<file path="src/rtl/wb_arbiter_24bit_pkg.sv">
// Shared constants and state encoding for the write-back bus arbiter.
package wb_arb_pkg;

    localparam int DATA_W     = 24;
    localparam int BEAT_CNT_W = 4;

    typedef enum logic {
        IDLE = 1'b0,
        LOCK = 1'b1
    } arb_state_e;

endpackage

</file>
<file path="src/rtl/wb_arbiter_24bit_if.sv">
// Requester/consumer bundle around the write-back bus arbiter.
// The slave modport is the arbiter's view; master is the surrounding system.
import wb_arb_pkg::*;

interface wb_arbiter_24bit_if;
    logic [1:0]        req_valid;
    logic [DATA_W-1:0] req_data0;
    logic [DATA_W-1:0] req_data1;
    logic [1:0]        req_ready;
    logic              out_valid;
    logic [DATA_W-1:0] out_data;
    logic              out_ready;
    logic              sel;
    logic              busy;

    modport slave (
        input  req_valid, req_data0, req_data1, out_ready,
        output req_ready, out_valid, out_data, sel, busy
    );

    modport master (
        output req_valid, req_data0, req_data1, out_ready,
        input  req_ready, out_valid, out_data, sel, busy
    );
endinterface

</file>
<file path="src/rtl/wb_arbiter_24bit_rr_pick2.sv">
// Combinational 2-way round-robin picker: on a tie, the requester that did
// not win last time is chosen.
module rr_pick2 (
    input  logic [1:0] valid,
    input  logic       last,
    output logic       winner,
    output logic       any
);
    always_comb begin
        any    = |valid;
        winner = valid[1];
        if (valid == 2'b11) begin
            winner = ~last;
        end
    end
endmodule

</file>
<file path="src/rtl/wb_arbiter_24bit.sv">
// Two-requester round-robin arbiter with burst limit feeding the write-back bus
// through a single-entry output stage. ARB_STATS_EN adds per-requester beat counters.
//   state | meaning
//   IDLE  | no grant; arbitrate among valid requesters (one cycle)
//   LOCK  | grant held by sel_q; beats flow while the output stage can accept
module wb_arbiter_24bit
    import wb_arb_pkg::*;
#(
    parameter int MAX_BURST = 4
) (
    input  logic                 clk,
    input  logic                 rst_n,
    wb_arbiter_24bit_if.slave    bus
`ifdef ARB_STATS_EN
    ,
    output logic [15:0]          beat_count0,
    output logic [15:0]          beat_count1
`endif
);

    localparam logic [BEAT_CNT_W-1:0] LAST_BEAT = BEAT_CNT_W'(MAX_BURST - 1);

    arb_state_e              state_q, state_d;
    logic                    sel_q, sel_d;
    logic                    last_q, last_d;
    logic [BEAT_CNT_W-1:0]   cnt_q, cnt_d;
    logic                    out_valid_q, out_valid_d;
    logic [DATA_W-1:0]       out_data_q, out_data_d;
    logic [DATA_W-1:0]       sel_data;
    logic [1:0]              req_ready_c;
    logic                    can_accept;
    logic                    beat;
    logic                    pick_winner;
    logic                    pick_any;

    rr_pick2 u_pick (
        .valid  (bus.req_valid),
        .last   (last_q),
        .winner (pick_winner),
        .any    (pick_any)
    );

    // Shared 2:1 select path toward the result bus.
    assign sel_data = sel_q ? bus.req_data1 : bus.req_data0;

    always_comb begin
        state_d     = state_q;
        sel_d       = sel_q;
        last_d      = last_q;
        cnt_d       = cnt_q;
        out_valid_d = out_valid_q;
        out_data_d  = out_data_q;
        req_ready_c = 2'b00;
        can_accept  = !out_valid_q || bus.out_ready;
        beat        = (state_q == LOCK) && bus.req_valid[sel_q] && can_accept;

        case (state_q)
            IDLE: begin
                if (pick_any) begin
                    sel_d   = pick_winner;
                    cnt_d   = '0;
                    state_d = LOCK;
                end
            end
            LOCK: begin
                req_ready_c[sel_q] = can_accept;
                if (!bus.req_valid[sel_q]) begin
                    state_d = IDLE;
                    last_d  = sel_q;
                end else if (beat) begin
                    if (cnt_q == LAST_BEAT) begin
                        cnt_d = '0;
                        // Burst limit reached: hand over directly if the other side waits.
                        if (bus.req_valid[~sel_q]) begin
                            sel_d  = ~sel_q;
                            last_d = sel_q;
                        end
                    end else begin
                        cnt_d = cnt_q + BEAT_CNT_W'(1);
                    end
                end
            end
            default: state_d = IDLE;
        endcase

        if (beat) begin
            out_valid_d = 1'b1;
            out_data_d  = sel_data;
        end else if (bus.out_ready) begin
            out_valid_d = 1'b0;
        end
    end

    always_ff @(posedge clk or negedge rst_n) begin
        if (!rst_n) begin
            state_q     <= IDLE;
            sel_q       <= 1'b0;
            last_q      <= 1'b1;
            cnt_q       <= '0;
            out_valid_q <= 1'b0;
            out_data_q  <= '0;
        end else begin
            state_q     <= state_d;
            sel_q       <= sel_d;
            last_q      <= last_d;
            cnt_q       <= cnt_d;
            out_valid_q <= out_valid_d;
            out_data_q  <= out_data_d;
        end
    end

    assign bus.req_ready = req_ready_c;
    assign bus.out_valid = out_valid_q;
    assign bus.out_data  = out_data_q;
    assign bus.sel       = sel_q;
    assign bus.busy      = (state_q == LOCK);

`ifdef ARB_STATS_EN
    logic [15:0] cnt0_q, cnt0_d;
    logic [15:0] cnt1_q, cnt1_d;

    always_comb begin
        cnt0_d = cnt0_q;
        cnt1_d = cnt1_q;
        if (beat && !sel_q) cnt0_d = cnt0_q + 16'd1;
        if (beat &&  sel_q) cnt1_d = cnt1_q + 16'd1;
    end

    always_ff @(posedge clk or negedge rst_n) begin
        if (!rst_n) begin
            cnt0_q <= '0;
            cnt1_q <= '0;
        end else begin
            cnt0_q <= cnt0_d;
            cnt1_q <= cnt1_d;
        end
    end

    assign beat_count0 = cnt0_q;
    assign beat_count1 = cnt1_q;
`endif

endmodule

</file>
<file path="src/flat_wrapper.sv">
// flat-port wrapper written by rule: the top's interface ports become plain ports
module wb_arbiter_24bit_flat import wb_arb_pkg::*;
#(
    parameter int MAX_BURST = 4
)
  (clk, rst_n, bus_req_valid, bus_req_data0, bus_req_data1, bus_out_ready, bus_req_ready, bus_out_valid, bus_out_data, bus_sel, bus_busy);
  wb_arbiter_24bit_if bus_i ();
  input  logic clk;
  input  logic rst_n;
  input wire logic [$bits(bus_i.req_valid)-1:0] bus_req_valid;
  input wire logic [$bits(bus_i.req_data0)-1:0] bus_req_data0;
  input wire logic [$bits(bus_i.req_data1)-1:0] bus_req_data1;
  input wire logic [$bits(bus_i.out_ready)-1:0] bus_out_ready;
  output wire logic [$bits(bus_i.req_ready)-1:0] bus_req_ready;
  output wire logic [$bits(bus_i.out_valid)-1:0] bus_out_valid;
  output wire logic [$bits(bus_i.out_data)-1:0] bus_out_data;
  output wire logic [$bits(bus_i.sel)-1:0] bus_sel;
  output wire logic [$bits(bus_i.busy)-1:0] bus_busy;
  assign bus_i.req_valid = bus_req_valid;
  assign bus_i.req_data0 = bus_req_data0;
  assign bus_i.req_data1 = bus_req_data1;
  assign bus_i.out_ready = bus_out_ready;
  assign bus_req_ready = bus_i.req_ready;
  assign bus_out_valid = bus_i.out_valid;
  assign bus_out_data = bus_i.out_data;
  assign bus_sel = bus_i.sel;
  assign bus_busy = bus_i.busy;
  wb_arbiter_24bit #(.MAX_BURST(MAX_BURST)) u_core (.clk(clk), .rst_n(rst_n), .bus(bus_i));
endmodule
</file>
<file path="config.mk">
export PLATFORM = sky130hd
export DESIGN_NAME = wb_arbiter_24bit_flat
export DESIGN_NICKNAME = d
export VERILOG_FILES = /design/src/rtl/wb_arbiter_24bit_pkg.sv /design/src/rtl/wb_arbiter_24bit_if.sv /design/src/rtl/wb_arbiter_24bit_rr_pick2.sv /design/src/rtl/wb_arbiter_24bit.sv /design/src/flat_wrapper.sv
export SDC_FILE = /design/constraint.sdc
export NUM_CORES = 1
export LEC_CHECK = 0
export ABC_CLOCK_PERIOD_IN_PS = 2170
export CAP_MARGIN = 20
export CORE_ASPECT_RATIO = 0.7
export CORE_MARGIN = 4
export CORE_UTILIZATION = 40
export CTS_CLUSTER_SIZE = 12
export DETAILED_ROUTE_END_ITERATION = 10
export GPL_TIMING_DRIVEN = 0
export PLACE_DENSITY = 0.86
export SLEW_MARGIN = 30
export SYNTH_ARGS = -nofsm -noshare
export SYNTH_HDL_FRONTEND = slang
export SYNTH_SLANG_ARGS = --single-unit
export TNS_END_PERCENT = 5
</file>
<file path="constraint.sdc">
create_clock -name clk -period 2.17 [get_ports clk]
set_clock_uncertainty 0.1 [all_clocks]
set_input_delay 0.5425 -clock clk [delete_from_list [all_inputs] [get_ports clk]]
set_output_delay 0.5425 -clock clk [all_outputs]
set_load 0.03 [all_outputs]
</file>
After elaboration in Yosys (flattened, before gate mapping)
Cells that the tools add are included.
W data, S select, Z words.

word-level totals
  bits of input ports = 53
  register bits after elaboration = 32

cells by class
  equal/unequal tests = 10
  order comparisons = 3
  multiplexer cells = 29
  bitwise logic cells = 4
  add/sub/neg operators = 1
  reduce and logical (&&, ||, !) cells = 10

operator list
  cell                   number
  $mux W24               1
  $mux W1                19
  $mux W4                4
  $ne A2 B2 Y1 const B   6
  $pmux W4 S2            1
  $reduce_and A5 Y1      1
  $add A4 B1 Y4 const B  1
  $eq A4 B2 Y1 const B   1
  $lt A1 B2 Y1 const B   2
  $ne A2 B1 Y1 const B   2
  $pmux W1 S2            2
  $reduce_and A4 Y1      1
  $logic_and A1 B1 Y1    3
  $not A1 Y1             3
  $reduce_and A3 Y1      1
  $and A2 B2 Y2          1
  $eq A2 B2 Y1 const B   1
  $mux W2                1
  $reduce_bool A2 Y1     1
  $reduce_or A2 Y1       1
  $demux W1 S1           1
  $ge A1 B1 Y1 const B   1
  $logic_not A1 Y1       1
  $logic_or A1 B1 Y1     1

Depth between registers and ports, before layout
Gate-level depths: netlist (run 1).

  depth in word-level cells = 8
  gate-level depth with buffers = 6
  gate-level depth less buffers = 5

Hierarchy
A second synthesis (run 1) with hierarchy kept.

unflattened totals
  cell total of the unflattened synthesis = 131
  area total of the unflattened synthesis = 1679.1 um2

by module, submodules not included
  module            sequential area each (um2)  instances  cells an instance  area each (um2)
  wb_arbiter_24bit  802.0                       1          129                1665.3
  rr_pick2          0.0                         1          2                  13.8

Worst setup path after synthesis (run 1)
No wires, ideal clock.

  path kind = reg2out
  start point = register u_core.sel_q, in the netlist u_core.bus.sel
  end point = output bus_req_ready[1]
  stages on the path, launching flop included = 5
  path slack = 0.007 ns
  required time = 1.527 ns
  arrival time = 1.520 ns
  cells stage by stage = dfrtp_1 -> buf_2 -> buf_2 -> inv_1 -> nor2_1

on the way
  cells in the longest elaborated chain, start to end = 6
  elaborated cells on any way between the ends = 7

ends and longest elaborated chain
  element                                                             RTL line                 text
  start, declared                                                     wb_arbiter_24bit.sv:24   logic sel_q, sel_d;
  start signal, assigned                                              wb_arbiter_24bit.sv:104  sel_q <= sel_d;
  $lt A1 B2 Y1 (not written as such) or $ge A1 B1 Y1 (tied branches)  wb_arbiter_24bit.sv:66   req_ready_c[sel_q] = can_accept;
  $logic_and A1 B1 Y1 (not written as such)                           wb_arbiter_24bit.sv:66
  $mux W1 (not written as such)                                       wb_arbiter_24bit.sv:66
  $demux W1 S1 *                                                      -
  $and A2 B2 Y2 (no line) *                                           -
  $mux W2 *                                                           wb_arbiter_24bit.sv:57   case (state_q)
  end, declared                                                       flat_wrapper.sv:14       output wire logic [$bits(bus_i.req_ready)-1:0] bus_req_ready;

Mark *: on every way between the ends. The rest lies on a longest branch, timed or not.

Final worst setup path (run 1)
  start point = register u_core.state_q, in the netlist u_core.bus.busy
  end point = output bus_busy

RTL lines
  element                 RTL line                 text
  start, declared         wb_arbiter_24bit.sv:23   arb_state_e state_q, state_d;
  start signal, assigned  wb_arbiter_24bit.sv:103  state_q <= state_d;
  end, declared           flat_wrapper.sv:18       output wire logic [$bits(bus_i.busy)-1:0] bus_busy;

No word-level cell between the ends.

==> results of run 1 <==
-- Yosys cell counts, types with 2 or more instances --
cell type / count
a21oi_1: 4
a311o_1: 2
buf_2: 4
buf_6: 2
dfrtp_1: 31
inv_1: 3
mux2_2: 28
mux2_4: 20
nand2_1: 10
nand4_1: 4
nor2_1: 8
o211ai_1: 2
o21ai_0: 2
-- kinds of logic after synthesis --
| logic type | synth area share |
|---|---|
| adders and majority gates | 0.00708 |
| muxes | 0.348 |
| and+or+nand+nor | 0.0907 |
| buffers and inverters | 0.0347 |
| AOI/OAI and AO/OA | 0.0652 |
| DFF | 0.454 |
-- power breakdown --
| part | switching, mW | internal [mW] | leakage, nW |
|---|---|---|---|
| sequential | 0.204 | 0.899 | 0.379 |
| clock | 0.227 | 0.340 | 0.0541 |
| combinational | 1.19 | 1.26 | 0.788 |
-- worst max path at each step --
stage	end	slack, ns	depth (start not counted)
2_1_floorplan	bus_req_ready[1]	0.007	4
3_3_place_gp	bus_req_ready[1]	-0.68	5
3_5_place_dp	bus_req_ready[1]	-0.69	5
4_1_cts	bus_busy	0.02	1
5_1_grt	bus_busy	0.002	1
6_report	bus_busy	0.03	1
-- timing repair --
item / 4_1_cts / 5_1_grt
endpoints found under the setup margin: 2 / 2
resized for setup: 17 / 5
buffers inserted: 1 / 0
pin swaps: 0 / 2
endpoints found under the hold margin: 0 / 0
-- layout make-up --
class	instances	area (um2)
Fill cell	314	1300
Multi-Input combinational cell	96	916
Timing Repair Buffer	82	832
Sequential cell	32	803
Clock buffer	5	68.8
Tap cell	52	65.1
Buffer	6	45.0
Clock inverter	3	42.5
Inverter	4	15.0
-- per-layer routing --
layer | share of wire | up-vias
met5 | 0 | -
met4 | 0.0066 | 0
met3 | 0.085 | 6
met2 | 0.48 | 59
met1 | 0.43 | 730
li1 | - | 674
-- sequential cells by signal (all words and copies together) (netlist names) --
signal,cells
u_core.bus.out_valid,1
u_core.bus.out_data,24
u_core.cnt_q,4
u_core.bus.busy,1
u_core.last_q,1
u_core.bus.sel,1
-- stage by stage --
stage | cells | setup WS [ns]
floorplan | 139 | 0.00719
global placement | 271 | -0.678
detailed placement | 272 | -0.687
CTS | 281 | 0.0235
global route | 280 | 0.00206
finish | 280 | 0.0280
==> metrics.md, run 1 <==
| Metric | Value |
|---|---|
| Status | `complete, no violations` |
| GRT busiest layer | `met2` |
| Per-cell routed wire length | `16.8 um` |
| Commonest non-fill, non-tap cell in the layout | `clkdlybuf4s50_1` |
| IO Port Bufs | `80` |
| Reg-to-Reg Start | `u_core.bus.sel` |
| Routed Antenna Nets | `0` |
| Cell chain of the critical path | `clkdlybuf4s50_1` |
| Distinct cells, synth | `32` |
| Peak supply drop | `0.839 mV` |
| Starting DRC count in detailed routing | `32` |
| Cell Pwr Density | `1480 nW/um2` |
| Worst setup path start | `u_core.bus.busy` |
| Initial Util | `0.432` |
| Die Area | `about 5600 um2` |
| Worst Path Class, Setup | `reg -> out` |
| Crit share post-route | `0.987` |
| Initial antenna violation count | `0` |
| Main synth FF type | `dfrtp_1` |
| Post-Syn Area | `roughly 1800 um2` |
| GRT Total Usage | `0.171` |
| Number of global-route vias before repair | `~1500` |
| Final hold violations | `0` |
| Slowest CP cell | `clkdlybuf4s50_1` |
| Worst min-delay path class | `in -> async` |
| Setup TNS Final | `0 ns` |
| Reg-to-reg endpoint | `u_core.bus.out_data[20]` |
| Site Rows | `19` |
| Antenna cells | `0` |
| R2r setup slk | `about 0.30 ns` |
| Met2 usage | `0.282` |
| GRT overflow | `0` |
| Worst Path Arrival | `1.50 ns` |
| Crit path buffers/inverters | `1` |
| FF+latch count, synth | `32` |
| Htree depth | `2` |
| Launching element type of the critical path | `register` |
| Clock buffer count from CTS | `5` |
| RePlAce Congestion | `0.804` |
| # hold bufs at CTS | `0` |
| Chip height | `63.6 um` |
| Root buffer cell | `clkbuf_8` |
| Post-Synthesis Net Count | `around 190` |
| Area leader, netlist | `dfrtp_1` |
| M3 GR Usage | `0.0599` |
| Total power | `between 4 and 5 mW` |
| Slew Limit Fails | `0` |
| CP Capture Type | `primary output` |
| Worst skew pair latency | `0.28 ns` |
| Largest net degree at the start of global routing | `19` |
| Layout cell share with drive strength beyond 1 | `0.329` |
| Slowest stage delay, CP | `between 0.7 and 0.8 ns` |
| Synth area leaders | `dfrtp_1 44%, mux2_2 18%, mux2_4 17%` |
| Clock buffer depth | `2` |
| First-pass GRT wire length | `7400 um` |
| Final hold slack | `0.0754 ns` |
| Core area | `4090 um2` |
| Measured slew at the worst slew-check pin | `0.423 ns` |
| Post-DP HPWL | `around 3600 um` |
| R2R depth | `4` |
| Final Instance Area | `roughly 2800 um2` |
| Number of clock sinks | `32` |
| Post-synth EDFFs | `0` |
| Sequential-to-total area share from yosys stat | `0.454` |
| Vias | `1469` |
| Critical path required time | `between 1.5 and 2 ns` |
| Crit path max fanout | `6` |
| Synth top area share | `0.439` |
| Via density | `between 5 and 6` |
| Maxcap violations | `0` |
| Delay-heaviest family, CP | `buffers and inverters` |
| Ys async rst share | `1.00` |
| Nets | `281` |
| Fin util | `0.682` |
| Synth warn | `0` |
| CTS tree | `yes` |
| Most frequent cells in the layout | `76 x clkdlybuf4s50_1, 30 x dfrtp_1, 28 x mux2_2` |
| DR pass1 iterations | `4` |
| P_leak | `1.22 nW` |
| RSZ-0062 raised after global routing | `false` |
| Drc violations | `0` |
| F_max | `467 MHz` |
| Post-DP Area | `2660 um2` |
| Relative slew slack | `0.717` |
| Crit path time final | `~2.1 ns` |
| Layout area overhead | `57.8%` |
| Met1 Resource Use GR | `0.212` |
| Die Width | `87.4 um` |
| Mean Syn Cell Area | `12.7 um2` |
| Reg clk slew, reported paths | `0.07 ns` |
| Total routed wirelength | `4700 um` |
| I/O pin count | `82` |
| # setup viols final | `0` |
| Mapped Cells | `between 100 and 150` |
(Power assumes the default switching activity.)
==> run 2, diff against run 1 <==
- ABC_AREA: not set -> 1
- PLACE_DENSITY: 0.86 -> 0.88
==> metrics.md, run 2 <==
| Metric | Value |
|---|---|
| Drc violations | `0 (unchanged)` |
| RePlAce Congestion | `0.905 (+13%)` |
| I/O pin count | `82 (unchanged)` |
| Die Area | `5280 um2 (-5.0%)` |
| Per-cell routed wire length | `14.4 um (-15%)` |
| Post-Synthesis Net Count | `255 (+32%)` |
| Ys async rst share | `1.00 (unchanged)` |
| Clk pwr share | `0.124 (-0.014)` |
| Routed Antenna Nets | `0 (unchanged)` |
| Most frequent cell after synthesis | `nor2_1` |
| Synth top cells by count | `53 x nor2_1, 52 x nand2_1, 31 x dfrtp_1, 18 x o31ai_1, 8 x nand3_1` |
| Site Rows | `19 (unchanged)` |
| Critical path required time | `1.53 ns (about the same)` |
| GRT busiest layer | `met2` |
| DR pass1 iterations | `4 (unchanged)` |
| Via density | `4.91 (-6.5%)` |
| First-pass GRT wire length | `7730 um (+4.6%)` |
| Area leader, netlist | `dfrtp_1` |
| Cell Pwr Density | `1480 nW/um2 (+0.17%)` |
| Clock buffer count from CTS | `5 (unchanged)` |
| Crit path max fanout | `4 (-2)` |
| Starting DRC count in detailed routing | `100 (+210%)` |
| Peak supply drop | `0.754 mV (-10%)` |
| Met2 usage | `0.302 (+0.0200)` |
| Reg clk slew, reported paths | `0.06 ns (about the same)` |
| Post-DP HPWL | `3680 um (+3.2%)` |
| Final non-filler cell total | `344 (+23%)` |
| Maxcap violations | `0 (unchanged)` |
| # hold bufs at CTS | `0 (unchanged)` |
| Vias | `1688 (+15%)` |
| Chip height | `62.0 um (-2.5%)` |
| Distinct cells, synth | `23 (-28%)` |
| FF+latch count, synth | `32 (unchanged)` |
| Antenna cells | `0 (unchanged)` |
| Total routed wirelength | `4940 um (+5.0%)` |
| P_leak | `1.24 nW (+1.3%)` |
| Status | `complete, no violations` |
| Mean Syn Cell Area | `8.30 um2 (-35%)` |
| Initial antenna violation count | `0 (unchanged)` |
| # setup viols final | `0 (unchanged)` |
| Worst min-delay path class | `in -> async` |
| Max reg flops | `24 (unchanged)` |
| Initial Util | `0.420 (-0.0120)` |
| GRT overflow | `0 (unchanged)` |
| Core area | `3970 um2 (-2.9%)` |
| Post-synth EDFFs | `0 (unchanged)` |
| Most frequent cells in the layout | `78 x clkdlybuf4s50_1, 52 x nor2_1, 51 x nand2_1` |
| Number of clock sinks | `32 (unchanged)` |
| Worst Path Class, Setup | `in -> out` |
| Final hold slack | `0.0636 ns (-0.0119 ns)` |
| CTS tree | `yes` |
| Layout area overhead | `60.9%` |
| Htree depth | `2 (unchanged)` |
| Final hold violations | `0 (unchanged)` |
| Worst Path Arrival | `1.50 ns (about the same)` |
| Synth warn | `0 (unchanged)` |
| Largest net degree at the start of global routing | `21 (+2)` |
| Measured slew at the worst slew-check pin | `0.486 ns (+0.0631 ns)` |
| Main synth FF type | `dfrtp_1` |
| Synth top area share | `0.465 (+0.0260)` |
| Slew Limit Fails | `0 (unchanged)` |
| Commonest non-fill, non-tap cell in the layout | `clkdlybuf4s50_1` |
| Post-Syn Area | `1670 um2 (-5.6%)` |
| Launching element type of the critical path | `input pin` |
| IO Port Bufs | `81 (+1.3%)` |
| M3 GR Usage | `0.0738 (+0.0139)` |
| F_max | `466 MHz (-0.12%)` |
| Final WS setup | `0.0256 ns (-0.00248 ns)` |
| Dpl ws | `-0.583 ns (+0.104 ns)` |
| Met1 Resource Use GR | `0.256 (+0.0436)` |
| CP Capture Type | `primary output` |
| Switching power share of the total | `0.458 (+0.0655)` |
| Mapped Cells | `201 (+45%)` |
| Crit path time final | `2.14 ns (+0.00248 ns)` |
| Reg power frac | `0.267 (about the same)` |
| GRT Total Usage | `0.194 (+0.0235)` |
| Synth area leaders | `dfrtp_1 47%, nor2_1 12%, nand2_1 12%` |
| Total power | `3.97 mW (-3.6%)` |
| Clock buffer depth | `2 (unchanged)` |
| Total net switching power | `1.82 mW (+13%)` |
| Worst skew pair latency | `0.28 ns (about the same)` |
| Comb power frac | `0.610 (+0.016)` |
| Placed Cells | `335 (+23%)` |
| Layout cell share with drive strength beyond 1 | `0.137 (-0.192)` |
| Number of global-route vias before repair | `1569 (+6.1%)` |
| Internal | `2.15 mW (-14%)` |
| Crit share post-route | `0.988 (+0.00114)` |
| Relative slew slack | `0.676 (-0.0415)` |
| Root buffer cell | `clkbuf_8` |
| Die Width | `85.2 um (-2.6%)` |
| Sequential-to-total area share from yosys stat | `0.481 (+0.0269)` |
| Fillers | `338 (+7.6%)` |
| Nets | `346 (+23%)` |
run 2: cell count changes after synthesis, sizes merged, moves of 2 or more:
cell	previous run	this run
a21oi	5	2
a311o	2	0
buf	6	10
inv	4	7
mux2	48	0
nand2	10	55
nand3	2	9
nand4	4	0
nor2	8	53
o211ai	2	0
o21ai	2	4
o31ai	1	24
run 2: final cells by class:
| type | instances | area, um2 | share of cell area |
|---|---|---|---|
| Buffer | 11 | 85.1 | 0.0317 |
| Sequential cell | 32 | 802 | 0.299 |
| Tap cell | 52 | 65.1 | 0.0242 |
| Multi-Input combinational cell | 151 | 766 | 0.285 |
| Clock buffer | 7 | 96.3 | 0.0359 |
| Timing Repair Buffer | 84 | 843 | 0.314 |
| Inverter | 7 | 26.3 | 0.00979 |
run 2: logic make-up after synthesis:
logic type | count (synthesis) | share of synthesized area
AOI/OAI and AO/OA | 30 | 0.144
xor gates and xnor gates | 2 | 0.0105
adders and majority gates | 1 | 0.00750
buffers and inverters | 18 | 0.0660
DFF | 32 | 0.481
and+or+nand+nor | 118 | 0.291
run 2: final timing paths:
path / start / endpoint / slack, ns / cells after the start
setup / recovery: bus_out_ready / bus_req_ready[1] / 0.03 / 6
hold reg to reg: u_core.last_q / u_core.last_q / 0.38 / 2
hold / removal: rst_n / u_core.bus.out_data[16] / 0.06 / 1
setup reg to reg: u_core.bus.sel / u_core.bus.out_data[14] / 0.62 / 4
max in group asynchronous: rst_n / u_core.last_q / 1.41 / 2
min in group clk: u_core.last_q / u_core.last_q / 0.38 / 2
run 2: what timing repair did:
item                                    4_1_cts  5_1_grt
gates resized for setup                      14        2
setup buffers                                 0        2
endpoints found under the setup margin        2        2
pin swaps                                     0        1
gates cloned                                  0        0
run 2: stage by stage:
| stage | util | instance area, um2 | TNS, ns |
|---|---|---|---|
| floorplan | - | 1670 | 0 |
| global placement | 0.642 | 2550 | -6.44 |
| detailed placement | 0.648 | 2570 | -1.14 |
| CTS | 0.672 | 2670 | -0.0180 |
| global route | 0.676 | 2680 | -0.0249 |
| finish | 0.676 | 2680 | 0 |
run 2: layer usage:
metal / part of all wire / routed length, um
met5: 0 / 0
met4: 0.011 / 53
met3: 0.089 / 440
met2: 0.45 / 2200
met1: 0.45 / 2240
run 2: worst max-delay path: stages:
cell,delay (ns)
clkdlybuf4s50_1,0.46
inv_1,0.05
nand2_2,0.11
inv_2,0.06
nor3_2,0.10
buf_4,0.18
run 2: power by group through the flow:
| stage | clock, mW | combinational, mW | sequential (mW) |
|---|---|---|---|
| after CTS | 0.502 | 2.42 | 1.06 |
| after global placement | 0 | 2.36 | 1.06 |
| final | 0.491 | 2.42 | 1.06 |
| after global routing | 0.541 | 2.61 | 1.09 |
| after detailed placement | 0 | 2.42 | 1.07 |
| after floorplan | 0 | 1.02 | 1.54 |
==> RTL change 1: new RTL, flow settings as in run 1 <==
`out_data_q` no longer has a reset.
--- a/src/rtl/wb_arbiter_24bit.sv
+++ b/src/rtl/wb_arbiter_24bit.sv
@@ -98,15 +98,17 @@
             last_q      <= 1'b1;
             cnt_q       <= '0;
             out_valid_q <= 1'b0;
-            out_data_q  <= '0;
         end else begin
             state_q     <= state_d;
             sel_q       <= sel_d;
             last_q      <= last_d;
             cnt_q       <= cnt_d;
             out_valid_q <= out_valid_d;
-            out_data_q  <= out_data_d;
         end
+    end
+
+    always_ff @(posedge clk) begin
+        out_data_q <= out_data_d;
     end
 
     assign bus.req_ready = req_ready_c;
Function: differs if rst_n is asserted again (counterexample within 4 cycles, from zero or initial values and one cycle with rst_n low); with rst_n held inactive, the same outputs for 10 cycles.
==> RTL change 1 against run 1 <==
Worst setup slack got worse by 0.081 ns; count of clock-buffer cells in the layout increased by 1; the flow now finishes with violations (negative setup slack); hold slack improved by 0.37 ns; wire length decreased by 14%; design area decreased by 11%; critical path type is now in2out; cell count decreased by 16%; area after synthesis decreased by 18%; die area decreased by 16%; sequential cell count unchanged.
Power is not compared: it rests on default switching activity, and its combinational part moved more than twofold at a synthesized area within 25%.
==> RTL change 1: results (changes against run 1) <==
clock_network:
  post_cts_buffers: 0  # -1
  numCtsBuffers: 5  # unchanged
  cts.htree.levels: 2  # unchanged
  clk_path_buf_depth: 2  # unchanged
  cts-root-buf: "clkbuf_8"
  clkSinkCount: 32  # unchanged
  cts_resized: 14  # -3
  clock_latency_ns: 0.28  # about the same
  cts.clk_slew.worst_paths_ns: 0.07  # about the same
worst_setup_path:
  cp-startpoint: "bus_out_ready"
  cp_max_fo: 3  # -3
  r2r-start: "u_core.bus.sel$_DFFE_PN0P_"
  r2r_end: "u_core.bus.out_data[0]$_DFFE_PP_"
  reg2reg_slack_ns: 0.49  # +0.19 ns
  ff2ff_path_depth: 3  # -1
finish:
  largest_register_ffs: 24  # unchanged
  nets: 242  # -14%
  insertedDiodeCount: 0  # unchanged
  drive_gt1_share_pct: 25.93  # -7.0 points
global_route:
  grt.total_usage_pct: 17.29  # +0.20 points
  grt_start_max_net_pins: 16  # -3
  grt_pass1_vias: 1254  # -15%
  grt_pass1_wl_um: 6134  # -17%
  grt_antenna_before_repair: 0  # unchanged
outcome:
  status: "finished with violations"
  violations: "negative setup slack"
place:
  dp_slack_ns: -0.5328  # +0.1539 ns
  hpwl_um: 3024  # -15%
  place.gp.congestion: 0.7729  # -3.9%
  port_buffers: 81  # +1.3%
logic_synthesis:
  ys_top_cells_by_count: "24 x edfxtp_1, 24 x mux2_2, 7 x dfrtp_1, 4 x a21oi_1"
  syn-num-nets: 149  # -23%
  synth_edf_count: 24  # +24
  synth-main-ff-cell: "edfxtp_1"
  ys_warn_count: 0  # unchanged
  ys_top_cells_by_area: "edfxtp_1 50%, mux2_2 19%, dfrtp_1 12%"
  yosysSeqAreaShare_pct: 63.53  # +18 points
  ys_types: 29  # -9.4%
  synthArstFlopShare_pct: 25.00  # -75 points
routing:
  initialDrtViolationCount: 82  # +160%
  dr.pass1.iters: 4  # unchanged
  via_per_inst: 5.144  # -2.0%
  routed_wl_um: 4036  # -14%
min_path:
  min_path_type: "in2async"
power_and_ir_drop:
  p_leak_nw: 0.9352
  peakVddDrop_uv: 598.8
sta:
  setup_tns_ns: -0.05335  # -0.05335 ns
  setup_viol: 1  # +1
  fin_ws_ns: -0.05335  # -0.08138 ns
  tightestPinTransition_ns: 0.3913  # -0.03156 ns
[RTL change 1: cell families after synthesis]
| logic type | share of synthesized area (%) |
|---|---|
| flops | 63.53 |
| mux | 20.09 |
| compound gates | 7.759 |
| simple gates | 5.948 |
| buf+inv | 1.810 |
| fa+ha+maj | 0.8619 |
[RTL change 1: final cells by class]
cell class,instances,area [sq um]
plain buffers,3,15.01
clock buffers,6,72.57
clock inverters,2,35.03
fillers,214,827.0
inverters,3,11.26
multi-input cells,57,523.0
flip-flops and latches,32,922.1
well taps,47,58.81
repair buffers,86,853.3
[RTL change 1: how the worst max path moves through the flow]
stage	cells past startpoint	to	slack [ns]
2_1_floorplan	2	bus_req_ready[0]	0.04
3_3_place_gp	5	u_core.cnt_q[3]$_DFFE_PN0P_	-0.60
3_5_place_dp	4	bus_req_ready[1]	-0.53
4_1_cts	4	bus_req_ready[0]	-0.06
5_1_grt	4	bus_req_ready[0]	-0.09
6_report	4	bus_req_ready[0]	-0.05
[RTL change 1: worst max-delay path, stage by stage]
cell and delay, ns:
clkdlybuf4s50_1 0.44, nor2b_2 0.24, nor3_1 0.07, clkdlybuf4s15_2 0.28
[RTL change 1: per-layer routing]
layer / up-vias / part of all wire, % / track usage [%]
met3: 4 / 13 / 7.339
met4: 0 / 0.87 / 5.783
met2: 74 / 46 / 28.07
met1: 578 / 40 / 20.90
met5: - / 0 / 0
li1: 558 / - / -
[RTL change 1: power by group]
part           switching [W]  internal [W]  leakage, nW
combinational       0.000575      0.000546        0.557
clock               0.000220      0.000340       0.0552
sequential         0.0000789      0.000856        0.323
[RTL change 1: per-stage QoR]
step	cell area, sq um	instances	hold WS (ns)
after CTS	2457	232	0.4532
after detailed placement	2338	224	0.4734
after global routing	2491	236	0.4589
final	2491	236	0.4410
after floorplan	1458	95	0.1469
after global placement	2327	223	0.4098
==> RTL change 2: new RTL, config.mk and constraints of run 1 <==
Made on the original files. Set the package constant `BEAT_CNT_W` to 6 (it was 4).
--- a/src/rtl/wb_arbiter_24bit_pkg.sv
+++ b/src/rtl/wb_arbiter_24bit_pkg.sv
@@ -2,7 +2,7 @@
 package wb_arb_pkg;
 
     localparam int DATA_W     = 24;
-    localparam int BEAT_CNT_W = 4;
+    localparam int BEAT_CNT_W = 6;
 
     typedef enum logic {
         IDLE = 1'b0,
Behaviour: same outputs for any inputs over 10 cycles, from zero or initial values and one cycle with rst_n low; that may be too few to reach the edited logic, so the function may still have changed.
==> RTL change 2 against run 1 <==
Worst setup slack improved by 0.070 ns; register-to-register slack improved by 0.02 ns; design area down 5.0%; sequential cell count rose by 2; global-route usage increased by 1.2 points; wire length is 6.8% lower; total power is 17% lower; fmax is 3.4% higher; count of clock-buffer cells in the layout is 2 higher; area after synthesis down 6.7%; largest power group unchanged.
==> RTL change 2: results (changes against run 1) <==
sta:
  tightestPinTransition_ns: 0.7417  # +0.3188 ns
  holdWs_ns: 0.009482  # -0.06596 ns
logic_synthesis:
  synthArstFlopShare_pct: 100.0  # unchanged
  synth-compound-area-share_pct: 15.33  # +8.8 points
  ys_top_cells_by_area: "dfrtp_1 50%, mux2i_1 15%, nand2_1 6.4%"
  ys_ff_latch: 34  # +6.3%
  syn-num-nets: 218  # +13%
  ys_top_cells_by_count: "33 x dfrtp_1, 28 x nand2_1, 24 x mux2i_1, 20 x o21ai_1, 12 x o21ai_0"
  yosys.area_share.adder_pct: 0.7587  # +0.051 points
  muxShareOfSynthArea_pct: 16.08  # -19 points
  netlist_instances: 164  # +18%
  yosysSeqAreaShare_pct: 51.67  # +6.3 points
place:
  dp_slack_ns: -0.4266  # +0.2601 ns
  place_inst: 298  # +9.6%
  port_buffers: 81  # +1.3%
  hpwl_um: 3388  # -5.1%
  place.gp.congestion: 0.8640  # +7.5%
  postPlaceCellArea_sq_um: 2545  # -4.1%
clock_network:
  cts.htree.levels: 2  # unchanged
  cts_resized: 9  # -8
finish:
  nNonClkBuffers: 92  # +4.5%
  drive_gt1_share_pct: 8.268  # -25 points
  multi_input_area_share_pct: 28.77  # -4.1 points
  stdcell_count: 306  # +9.3%
  clk_share_pct: 3.448  # -0.55 points
  layout.nonclk_buf_share_pct: 33.02  # +1.6 points
  fill_cells: 320  # +1.9%
  num-clock-buffers: 7  # +2
  multi_input_cells: 119  # +24%
power_and_ir_drop:
  peakVddDrop_uv: 666.9  # -20%
  pwr-share-clk_pct: 14.0  # +0.2 points
  p_leak_nw: 1.230  # +0.73%
  pwr-share-seq_pct: 31.3  # +4.5 points
  p_sw_w: 0.001432  # -11%
routing:
  met3_length_um: 385  # -3.5%
  wl_met2_um: 1928  # -14%
  vias: 1533  # +4.4%
  initialDrtViolationCount: 111  # +250%
  wirelength_met1_um: 2032  # +0.49%
  routed_wl_um: 4384  # -6.8%
floorplanning:
  nWellTaps: 52  # unchanged
global_route:
  use_met1_pct: 23.63  # +2.4 points
  grt_util_met2_pct: 29.10  # +0.90 points
  use_met3_pct: 8.037  # +2.0 points
  grt.total_usage_pct: 18.29  # +1.2 points
  grt_pass1_wl_um: 7362  # -0.46%
worst_setup_path:
  r2r_end: "u_core.bus.out_data[8]$_DFFE_PN0P_"
  cpPeakStageDelay_ns: 0.54  # -0.19 ns
  ff2ff_path_depth: 7  # +3
  reg2reg_slack_ns: 0.32  # +0.02 ns
  cp.arrival_ns: 2.12  # +0.62 ns
outcome:
  status: "complete, no violations"
## RTL change 2: changes by cell type in the layout (fill, tap and decap cells not counted), sizes merged, moves of 4 or more
cell	delta
mux2	-47
nand4	-4
nand2	+18
mux2i	+25
clkbuf	+7
o21ai	+30
## RTL change 2: how the worst max path moves through the flow
stage                               startpoint  slack (ns)                             endpoint
finish                        bus_req_valid[1]         0.1   u_core.bus.out_data[8]$_DFFE_PN0P_
global route                  bus_req_valid[1]        0.02  u_core.bus.out_data[12]$_DFFE_PN0P_
CTS                              bus_out_ready       -0.02                     bus_req_ready[0]
detailed placement               bus_out_ready       -0.43                     bus_req_ready[1]
global placement                 bus_out_ready       -0.43                     bus_req_ready[1]
floorplan           u_core.bus.sel$_DFFE_PN0P_        0.22                     bus_req_ready[0]
## RTL change 2: cell families after synthesis
| group | after synthesis |
|---|---|
| fa+ha+maj | 1 |
| buf+inv | 11 |
| flops | 34 |
| simple gates | 48 |
| mux | 26 |
| compound gates | 44 |
